==> src/rtl/snacq_sequencer_if.sv <==
// Control bundle between the host/datapath side and the acquisition sequencer.
// The master side issues commands and strobes; the sequencer (slave) drives the datapath controls.
interface snacq_sequencer_if;
    logic        start;
    logic        abort;
    logic [1:0]  mode;
    logic [11:0] n_acqnum;
    logic [15:0] acqnum;
    logic [15:0] rd_words;
    logic        acq_clk;
    logic        rd_strobe;

    logic        noise_load;
    logic        signal_load;
    logic        n_s_ctrl;
    logic        s_acq_en;
    logic        RAM_WT_EN;
    logic        RAM_RD_EN;
    logic        RAM_RDaddr_rst;
    logic        busy;
    logic        done;
    logic        aborted;

    modport master (
        output start, abort, mode, n_acqnum, acqnum, rd_words, acq_clk, rd_strobe,
        input  noise_load, signal_load, n_s_ctrl, s_acq_en, RAM_WT_EN, RAM_RD_EN,
               RAM_RDaddr_rst, busy, done, aborted
    );

    modport slave (
        input  start, abort, mode, n_acqnum, acqnum, rd_words, acq_clk, rd_strobe,
        output noise_load, signal_load, n_s_ctrl, s_acq_en, RAM_WT_EN, RAM_RD_EN,
               RAM_RDaddr_rst, busy, done, aborted
    );
endinterface

==> src/rtl/snacq_sequencer.sv <==
// Acquisition sequencer: optional noise acquire, optional signal acquire, then RAM readout.
// All outputs are registered decodes of the next state, so they switch on the state-change edge.
module snacq_sequencer #(
    parameter int LOAD_CYCLES = 2,
    parameter int SETTLE      = 4
) (
    input  logic              clk_sys,
    input  logic              reset,
    snacq_sequencer_if.slave  bus
);
    localparam logic [3:0] ST_IDLE     = 4'd0;
    localparam logic [3:0] ST_N_LOAD   = 4'd1;
    localparam logic [3:0] ST_N_SETTLE = 4'd2;
    localparam logic [3:0] ST_N_ACQ    = 4'd3;
    localparam logic [3:0] ST_S_LOAD   = 4'd4;
    localparam logic [3:0] ST_S_SETTLE = 4'd5;
    localparam logic [3:0] ST_S_ACQ    = 4'd6;
    localparam logic [3:0] ST_RD_INIT  = 4'd7;
    localparam logic [3:0] ST_READOUT  = 4'd8;
    localparam logic [3:0] ST_DONE     = 4'd9;

    localparam logic [15:0] LOAD_LAST   = 16'(LOAD_CYCLES - 1);
    localparam logic [15:0] SETTLE_LAST = 16'(SETTLE - 1);
    // A zero settle time skips the settle state entirely.
    localparam logic [3:0]  N_AFTER_LOAD = (SETTLE == 0) ? ST_N_ACQ : ST_N_SETTLE;
    localparam logic [3:0]  S_AFTER_LOAD = (SETTLE == 0) ? ST_S_ACQ : ST_S_SETTLE;

    logic [3:0]  state_q, state_d;
    logic [15:0] cnt_q, cnt_d;
    logic        acq_prev_q;
    logic        sig_en_q, sig_en_d;
    logic [15:0] n_target_q, n_target_d;
    logic [15:0] s_target_q, s_target_d;
    logic [15:0] rd_target_q, rd_target_d;

    logic        noise_load_q, signal_load_q, n_s_ctrl_q, s_acq_en_q;
    logic        wt_en_q, rd_en_q, rdaddr_rst_q, busy_q, done_q, aborted_q;

    logic        acq_edge;
    logic        abort_take;
    logic [15:0] cnt_inc;

    assign acq_edge = bus.acq_clk & ~acq_prev_q;
    assign cnt_inc  = cnt_q + 16'd1;

    always_comb begin
        state_d     = state_q;
        cnt_d       = cnt_q;
        sig_en_d    = sig_en_q;
        n_target_d  = n_target_q;
        s_target_d  = s_target_q;
        rd_target_d = rd_target_q;
        abort_take  = 1'b0;

        // Abort outranks start, sample edges and terminal count.
        if (state_q != ST_IDLE && bus.abort) begin
            state_d    = ST_IDLE;
            cnt_d      = 16'd0;
            abort_take = 1'b1;
        end else begin
            case (state_q)
                ST_IDLE: begin
                    if (bus.start && !bus.abort && bus.mode != 2'b00) begin
                        sig_en_d    = bus.mode[1];
                        n_target_d  = {4'd0, bus.n_acqnum};
                        s_target_d  = bus.acqnum;
                        rd_target_d = bus.rd_words;
                        cnt_d       = 16'd0;
                        state_d     = bus.mode[0] ? ST_N_LOAD : ST_S_LOAD;
                    end
                end
                ST_N_LOAD, ST_S_LOAD: begin
                    if (cnt_q == LOAD_LAST) begin
                        cnt_d   = 16'd0;
                        state_d = (state_q == ST_N_LOAD) ? N_AFTER_LOAD : S_AFTER_LOAD;
                    end else begin
                        cnt_d = cnt_inc;
                    end
                end
                ST_N_SETTLE, ST_S_SETTLE: begin
                    if (cnt_q == SETTLE_LAST) begin
                        cnt_d   = 16'd0;
                        state_d = (state_q == ST_N_SETTLE) ? ST_N_ACQ : ST_S_ACQ;
                    end else begin
                        cnt_d = cnt_inc;
                    end
                end
                ST_N_ACQ: begin
                    if (n_target_q == 16'd0 || (acq_edge && cnt_inc == n_target_q)) begin
                        cnt_d   = 16'd0;
                        state_d = sig_en_q ? ST_S_LOAD : ST_RD_INIT;
                    end else if (acq_edge) begin
                        cnt_d = cnt_inc;
                    end
                end
                ST_S_ACQ: begin
                    if (s_target_q == 16'd0 || (acq_edge && cnt_inc == s_target_q)) begin
                        cnt_d   = 16'd0;
                        state_d = ST_RD_INIT;
                    end else if (acq_edge) begin
                        cnt_d = cnt_inc;
                    end
                end
                ST_RD_INIT: state_d = ST_READOUT;
                ST_READOUT: begin
                    if (rd_target_q == 16'd0 || (bus.rd_strobe && cnt_inc == rd_target_q)) begin
                        cnt_d   = 16'd0;
                        state_d = ST_DONE;
                    end else if (bus.rd_strobe) begin
                        cnt_d = cnt_inc;
                    end
                end
                ST_DONE:  state_d = ST_IDLE;
                default:  state_d = ST_IDLE;
            endcase
        end
    end

    always_ff @(posedge clk_sys or posedge reset) begin
        if (reset) begin
            state_q       <= ST_IDLE;
            cnt_q         <= 16'd0;
            acq_prev_q    <= 1'b0;
            sig_en_q      <= 1'b0;
            n_target_q    <= 16'd0;
            s_target_q    <= 16'd0;
            rd_target_q   <= 16'd0;
            noise_load_q  <= 1'b0;
            signal_load_q <= 1'b0;
            n_s_ctrl_q    <= 1'b1;
            s_acq_en_q    <= 1'b0;
            wt_en_q       <= 1'b0;
            rd_en_q       <= 1'b0;
            rdaddr_rst_q  <= 1'b1;
            busy_q        <= 1'b0;
            done_q        <= 1'b0;
            aborted_q     <= 1'b0;
        end else begin
            state_q       <= state_d;
            cnt_q         <= cnt_d;
            acq_prev_q    <= bus.acq_clk;
            sig_en_q      <= sig_en_d;
            n_target_q    <= n_target_d;
            s_target_q    <= s_target_d;
            rd_target_q   <= rd_target_d;
            noise_load_q  <= (state_d == ST_N_LOAD);
            signal_load_q <= (state_d == ST_S_LOAD);
            n_s_ctrl_q    <= !(state_d inside {ST_S_LOAD, ST_S_SETTLE, ST_S_ACQ});
            s_acq_en_q    <= (state_d == ST_S_ACQ);
            wt_en_q       <= (state_d == ST_N_ACQ) || (state_d == ST_S_ACQ);
            rd_en_q       <= (state_d == ST_READOUT);
            rdaddr_rst_q  <= (state_d != ST_RD_INIT);
            busy_q        <= (state_d != ST_IDLE);
            done_q        <= (state_d == ST_DONE);
            aborted_q     <= abort_take;
        end
    end

    assign bus.noise_load     = noise_load_q;
    assign bus.signal_load    = signal_load_q;
    assign bus.n_s_ctrl       = n_s_ctrl_q;
    assign bus.s_acq_en       = s_acq_en_q;
    assign bus.RAM_WT_EN      = wt_en_q;
    assign bus.RAM_RD_EN      = rd_en_q;
    assign bus.RAM_RDaddr_rst = rdaddr_rst_q;
    assign bus.busy           = busy_q;
    assign bus.done           = done_q;
    assign bus.aborted        = aborted_q;
endmodule

==> src/flat_wrapper.sv <==
// flat-port wrapper written by rule: the top's interface ports become plain ports
module snacq_sequencer_flat 
#(
    parameter int LOAD_CYCLES = 2,
    parameter int SETTLE      = 4
)
  (clk_sys, reset, bus_start, bus_abort, bus_mode, bus_n_acqnum, bus_acqnum, bus_rd_words, bus_acq_clk, bus_rd_strobe, bus_noise_load, bus_signal_load, bus_n_s_ctrl, bus_s_acq_en, bus_RAM_WT_EN, bus_RAM_RD_EN, bus_RAM_RDaddr_rst, bus_busy, bus_done, bus_aborted);
  snacq_sequencer_if bus_i ();
  input  logic clk_sys;
  input  logic reset;
  input wire logic [$bits(bus_i.start)-1:0] bus_start;
  input wire logic [$bits(bus_i.abort)-1:0] bus_abort;
  input wire logic [$bits(bus_i.mode)-1:0] bus_mode;
  input wire logic [$bits(bus_i.n_acqnum)-1:0] bus_n_acqnum;
  input wire logic [$bits(bus_i.acqnum)-1:0] bus_acqnum;
  input wire logic [$bits(bus_i.rd_words)-1:0] bus_rd_words;
  input wire logic [$bits(bus_i.acq_clk)-1:0] bus_acq_clk;
  input wire logic [$bits(bus_i.rd_strobe)-1:0] bus_rd_strobe;
  output wire logic [$bits(bus_i.noise_load)-1:0] bus_noise_load;
  output wire logic [$bits(bus_i.signal_load)-1:0] bus_signal_load;
  output wire logic [$bits(bus_i.n_s_ctrl)-1:0] bus_n_s_ctrl;
  output wire logic [$bits(bus_i.s_acq_en)-1:0] bus_s_acq_en;
  output wire logic [$bits(bus_i.RAM_WT_EN)-1:0] bus_RAM_WT_EN;
  output wire logic [$bits(bus_i.RAM_RD_EN)-1:0] bus_RAM_RD_EN;
  output wire logic [$bits(bus_i.RAM_RDaddr_rst)-1:0] bus_RAM_RDaddr_rst;
  output wire logic [$bits(bus_i.busy)-1:0] bus_busy;
  output wire logic [$bits(bus_i.done)-1:0] bus_done;
  output wire logic [$bits(bus_i.aborted)-1:0] bus_aborted;
  assign bus_i.start = bus_start;
  assign bus_i.abort = bus_abort;
  assign bus_i.mode = bus_mode;
  assign bus_i.n_acqnum = bus_n_acqnum;
  assign bus_i.acqnum = bus_acqnum;
  assign bus_i.rd_words = bus_rd_words;
  assign bus_i.acq_clk = bus_acq_clk;
  assign bus_i.rd_strobe = bus_rd_strobe;
  assign bus_noise_load = bus_i.noise_load;
  assign bus_signal_load = bus_i.signal_load;
  assign bus_n_s_ctrl = bus_i.n_s_ctrl;
  assign bus_s_acq_en = bus_i.s_acq_en;
  assign bus_RAM_WT_EN = bus_i.RAM_WT_EN;
  assign bus_RAM_RD_EN = bus_i.RAM_RD_EN;
  assign bus_RAM_RDaddr_rst = bus_i.RAM_RDaddr_rst;
  assign bus_busy = bus_i.busy;
  assign bus_done = bus_i.done;
  assign bus_aborted = bus_i.aborted;
  snacq_sequencer #(.LOAD_CYCLES(LOAD_CYCLES), .SETTLE(SETTLE)) u_core (.clk_sys(clk_sys), .reset(reset), .bus(bus_i));
endmodule
==> config.mk <==
export PLATFORM = sky130hd
export DESIGN_NAME = snacq_sequencer_flat
export DESIGN_NICKNAME = d
export VERILOG_FILES = /design/src/rtl/snacq_sequencer_if.sv /design/src/rtl/snacq_sequencer.sv /design/src/flat_wrapper.sv
export SDC_FILE = /design/constraint.sdc
export NUM_CORES = 1
export LEC_CHECK = 0
export BUFFER_PORTS_ARGS = -buffer_cell sky130_fd_sc_hd__buf_2
export CORE_ASPECT_RATIO = 0.5
export CORE_MARGIN = 2
export CORE_UTILIZATION = 50
export DETAILED_ROUTE_END_ITERATION = 12
export GPL_TIMING_DRIVEN = 0
export PLACE_DENSITY = 0.85
export SLEW_MARGIN = 20
export SYNTH_ARGS = -nofsm -noshare
export SYNTH_HDL_FRONTEND = slang
export SYNTH_SLANG_ARGS = --single-unit
==> constraint.sdc <==
create_clock -name clk_sys -period 3.5 [get_ports clk_sys]
set_clock_uncertainty 0.2 [all_clocks]
set_input_delay 0.7 -clock clk_sys [delete_from_list [all_inputs] [get_ports clk_sys]]
set_output_delay 0.7 -clock clk_sys [all_outputs]
set_load 0.01 [all_outputs]
==> impl_metrics.tcl <==
set metrics [dict create \
    grt_pass1_wl_mm 23.25 \
    wire_per_inst_um 20.86 \
    comb_power_share 0.394 \
    synth_cells 506 \
    grt_max_degree 41 \
    crit_type "reg -> reg" \
    fmax_ghz 0.2779 \
    synthesis.nets 560 \
    cts_sinks 76 \
    core-area_sq_um 9447 \
    whs_ps 170.9 \
    hp-class "in -> async" \
    p_seq_frac 0.369 \
    grt_pass1_vias 4400 \
    max_stage_delay_ps 590 \
    critPathMaxFanout 6 \
    p_clk_frac 0.237 \
    grt_setup_unrepaired "true" \
    netlist_area_sq_um 4860 \
    ys_types 63 \
    crit_arrival_ps 3650 \
    period_minus_slack_ps 3598 \
    remaining_drc_errors 0 \
    cts_tree "built" \
    p_sw_frac 0.3707 \
    drv_cap 0 \
    start_util 0.5144 \
    htreeDepth 3 \
    synth_area_per_cell_sq_um 9.604 \
    endpoint_kind "flip-flop" \
    clock_latency_ps 340 \
    path_clk_slew_ps 60 \
    grt_overflow 0 \
    final_antenna_net_count 0 \
    die_w_um 143.4 \
    grtUsageTotal 0.2970 \
    antenna_found_initial 0 \
    via_per_inst 6.287 \
    synth_warnings 0 \
    switchingPower_uw 1573 \
    slowest_stage "or4_4" \
    holdBufCountCts 0 \
    placed_area_sq_um 5384 \
    die_area_sq_um 10570 \
    status "finished, violations left" \
    async_flop_share 1.000 \
    r2r_start "u_core.cnt_q[1]$_DFFE_PP0P_" \
    slew_headroom 0.4893 \
    cp_top_family "simple AND/OR/NAND/NOR gates" \
    drt_iter0_drc 504 \
    start_kind "flip-flop" \
    crit_buf_inv 2 \
    io-pin-count 62 \
    r2r_cells 12 \
    powerDensity_nw_per_um2 680.5 \
    hpwl_mm 10.76 \
    hold_viol 0 \
    p_int_uw 2670 \
    drive_gt1_frac 0.3540 \
    clk_path_buf_depth 2 \
    cts-root-buf "clkbuf_16" \
    path_depth 12 \
    place_congestion 1.025 \
    r2r_slack_ps -100 \
    syn2layout_area_growth_pct 28.30 \
    cp.required_ps 3560 \
    finalSetupViolations 19 \
    die_h_um 73.71 \
    fin_nets 662 \
    yosysMostFrequentCell "dfrtp_1" \
    synth.top_cell.area_share 0.3811 \
    min_period_over_period 1.028 \
    row_count 25 \
    synth_top_area_cell "dfrtp_1" \
    cts_buffers 9 \
    diodes 0 \
    critical_path.startpoint "u_core.cnt_q[1]$_DFFE_PP0P_" \
    wl_mm 15.60 \
    synth-seq-cells 76 \
    fin_area_sq_um 6235 \
    synth-edff-count 0 \
    vdd_drop_max_mv 0.4028 \
    power.leakage_uw 0.002725 \
    drv_slew 0 \
    num_vias 4703 \
    fin_ws_ps -98.24 \
    critPathMostFrequentCell "or4_4" \
    ys_top_cells_by_area "dfrtp_1 38%, mux2_2 10%, xnor2_1 4.9%" \
    worst_pin_slew_ps 766.0 \
    violations "negative setup slack" \
    ys_seq_area_frac 0.3919 \
    yosys-top-cells-count "74 x dfrtp_1, 43 x mux2_2, 30 x nor2_1, 27 x xnor2_1, 25 x nand2_1" \
    first_pass_iters 5 \
    synth_ff_type "dfrtp_1" \
    worstPathCellList "ha_2 -> buf_6 -> nand3_4 -> or4_4 -> a32o_1 -> or4_1 -> or4_4 -> o41ai_4 -> nor2_2 -> buf_4 -> and3_1 -> nor3_1" \
    numPortBuffers 61 \
]
[through the flow]
stage	instances	power [uW]	setup slack, ps	setup TNS (ps)	utilization
2_1_floorplan	506	2565	7.093	0	-
3_3_place_gp	702	2920	-1155	-32160	0.5676
3_5_place_dp	703	3000	-1163	-20980	0.5699
4_1_cts	738	4095	-87.34	-754.7	0.6354
5_1_grt	748	4453	-180.2	-2923	0.6600
6_report	748	4243	-98.24	-926.7	0.6600
[path summary, 6_finish.rpt]
| check | to |
|---|---|
| setup / recovery | u_core.bus.RAM_WT_EN$_DFF_PP0_ |
| hold / removal | u_core.state_q[1]$_DFF_PP0_ |
| setup reg to reg | u_core.bus.RAM_WT_EN$_DFF_PP0_ |
| hold reg to reg | u_core.sig_en_q$_DFFE_PP0P_ |
| max in group asynchronous | u_core.rd_target_q[8]$_DFFE_PP0P_ |
| min in group clk_sys | u_core.acq_prev_q$_DFF_PP0_ |
[cells in the final DEF (no fill, tap or decap), types with 3 or more instances in the layout]
cell type and count:
nor3_1 12, nand2_1 24, mux2_2 43, clkbuf_1 16, and3_1 9, o21ai_0 13, o21ai_2 5, dfrtp_1 73
o221ai_2 5, buf_6 5, and4_1 4, clkbuf_16 9, xnor3_1 6, nor2_1 29, nand3_1 15, a2111oi_0 3
a21o_1 4, o211ai_1 6, a21oi_1 15, buf_2 63, a31oi_1 3, nor4_4 4, nor4_1 20, xor2_1 16
nor2b_1 6, nand4_1 10, buf_4 35, o21bai_1 3, o22ai_2 6, xnor2_1 26, or3_1 3, nor3_4 3
and2_1 7, inv_1 20, o21ai_1 9, mux2i_1 4, nand2b_1 8
[area by class of cell]
class	count	area, sq um
clock inverter	4	72.57
tap	135	168.9
timing repair buffer	93	569.3
clock buffer	12	246.5
buffer	30	162.7
fill	720	3212
inverter	22	85.08
multi-input combinational	376	3024
sequential	76	1906
[kinds of logic (layout without fill, tap and decap cells)]
logic type / count (synthesis) / count (layout) / synth area share
buffers and inverters: 54 / 161 / 0.04480
AND/OR/NAND/NOR: 175 / 175 / 0.2026
multiplexers: 47 / 47 / 0.1079
flip-flops: 76 / 76 / 0.3919
adder cells (fa/ha/maj): 3 / 3 / 0.007208
XOR/XNOR: 49 / 49 / 0.1053
AO/OA/AOI/OAI: 102 / 102 / 0.1403
[flip-flops by register name, summed over array words and instances, names as in the netlist]
register / flops
u_core.acq_prev_q: 1
u_core.bus.RAM_RD_EN: 1
u_core.bus.RAM_RDaddr_rst: 1
u_core.bus.RAM_WT_EN: 1
u_core.bus.aborted: 1
u_core.bus.busy: 1
u_core.bus.done: 1
u_core.bus.n_s_ctrl: 1
u_core.bus.noise_load: 1
u_core.bus.s_acq_en: 1
u_core.bus.signal_load: 1
u_core.cnt_q: 16
u_core.n_target_q: 12
u_core.rd_target_q: 16
u_core.s_target_q: 16
u_core.sig_en_q: 1
u_core.state_q: 4
[worst reg2reg max path, delay by kind of cell (launching register included)]
| family | cells | cell delay (ps) |
|---|---|---|
| AO/OA/AOI/OAI | 2 | 480 |
| buffers and inverters | 2 | 280 |
| AND/OR/NAND/NOR | 7 | 2020 |
| adder cells (fa/ha/maj) | 1 | 180 |
| flip-flops | 1 | 360 |
[power by group through the flow]
stage	combinational (uW)	clock (uW)	sequential [uW]
floorplan	1120	0	1450
finish	1670	1010	1570
detailed placement	1440	0	1560
global route	1810	1050	1600
CTS	1530	1020	1550
global placement	1380	0	1540
[layer usage]
metal	vias up	track usage	share of wire
li1	2059	-	-
met3	50	0.08735	0.11
met1	2268	0.4029	0.43
met2	326	0.4550	0.44
met4	0	0.1100	0.022
met5	-	0	0
[timing repair]
action / CTS / global route
setup buffers: 19 / 11
endpoints found under the setup margin: 28 / 27
cloned: 1 / 0
resized for setup: 35 / 44
pin swaps: 16 / 18
Power figures use the tool's default switching activity.
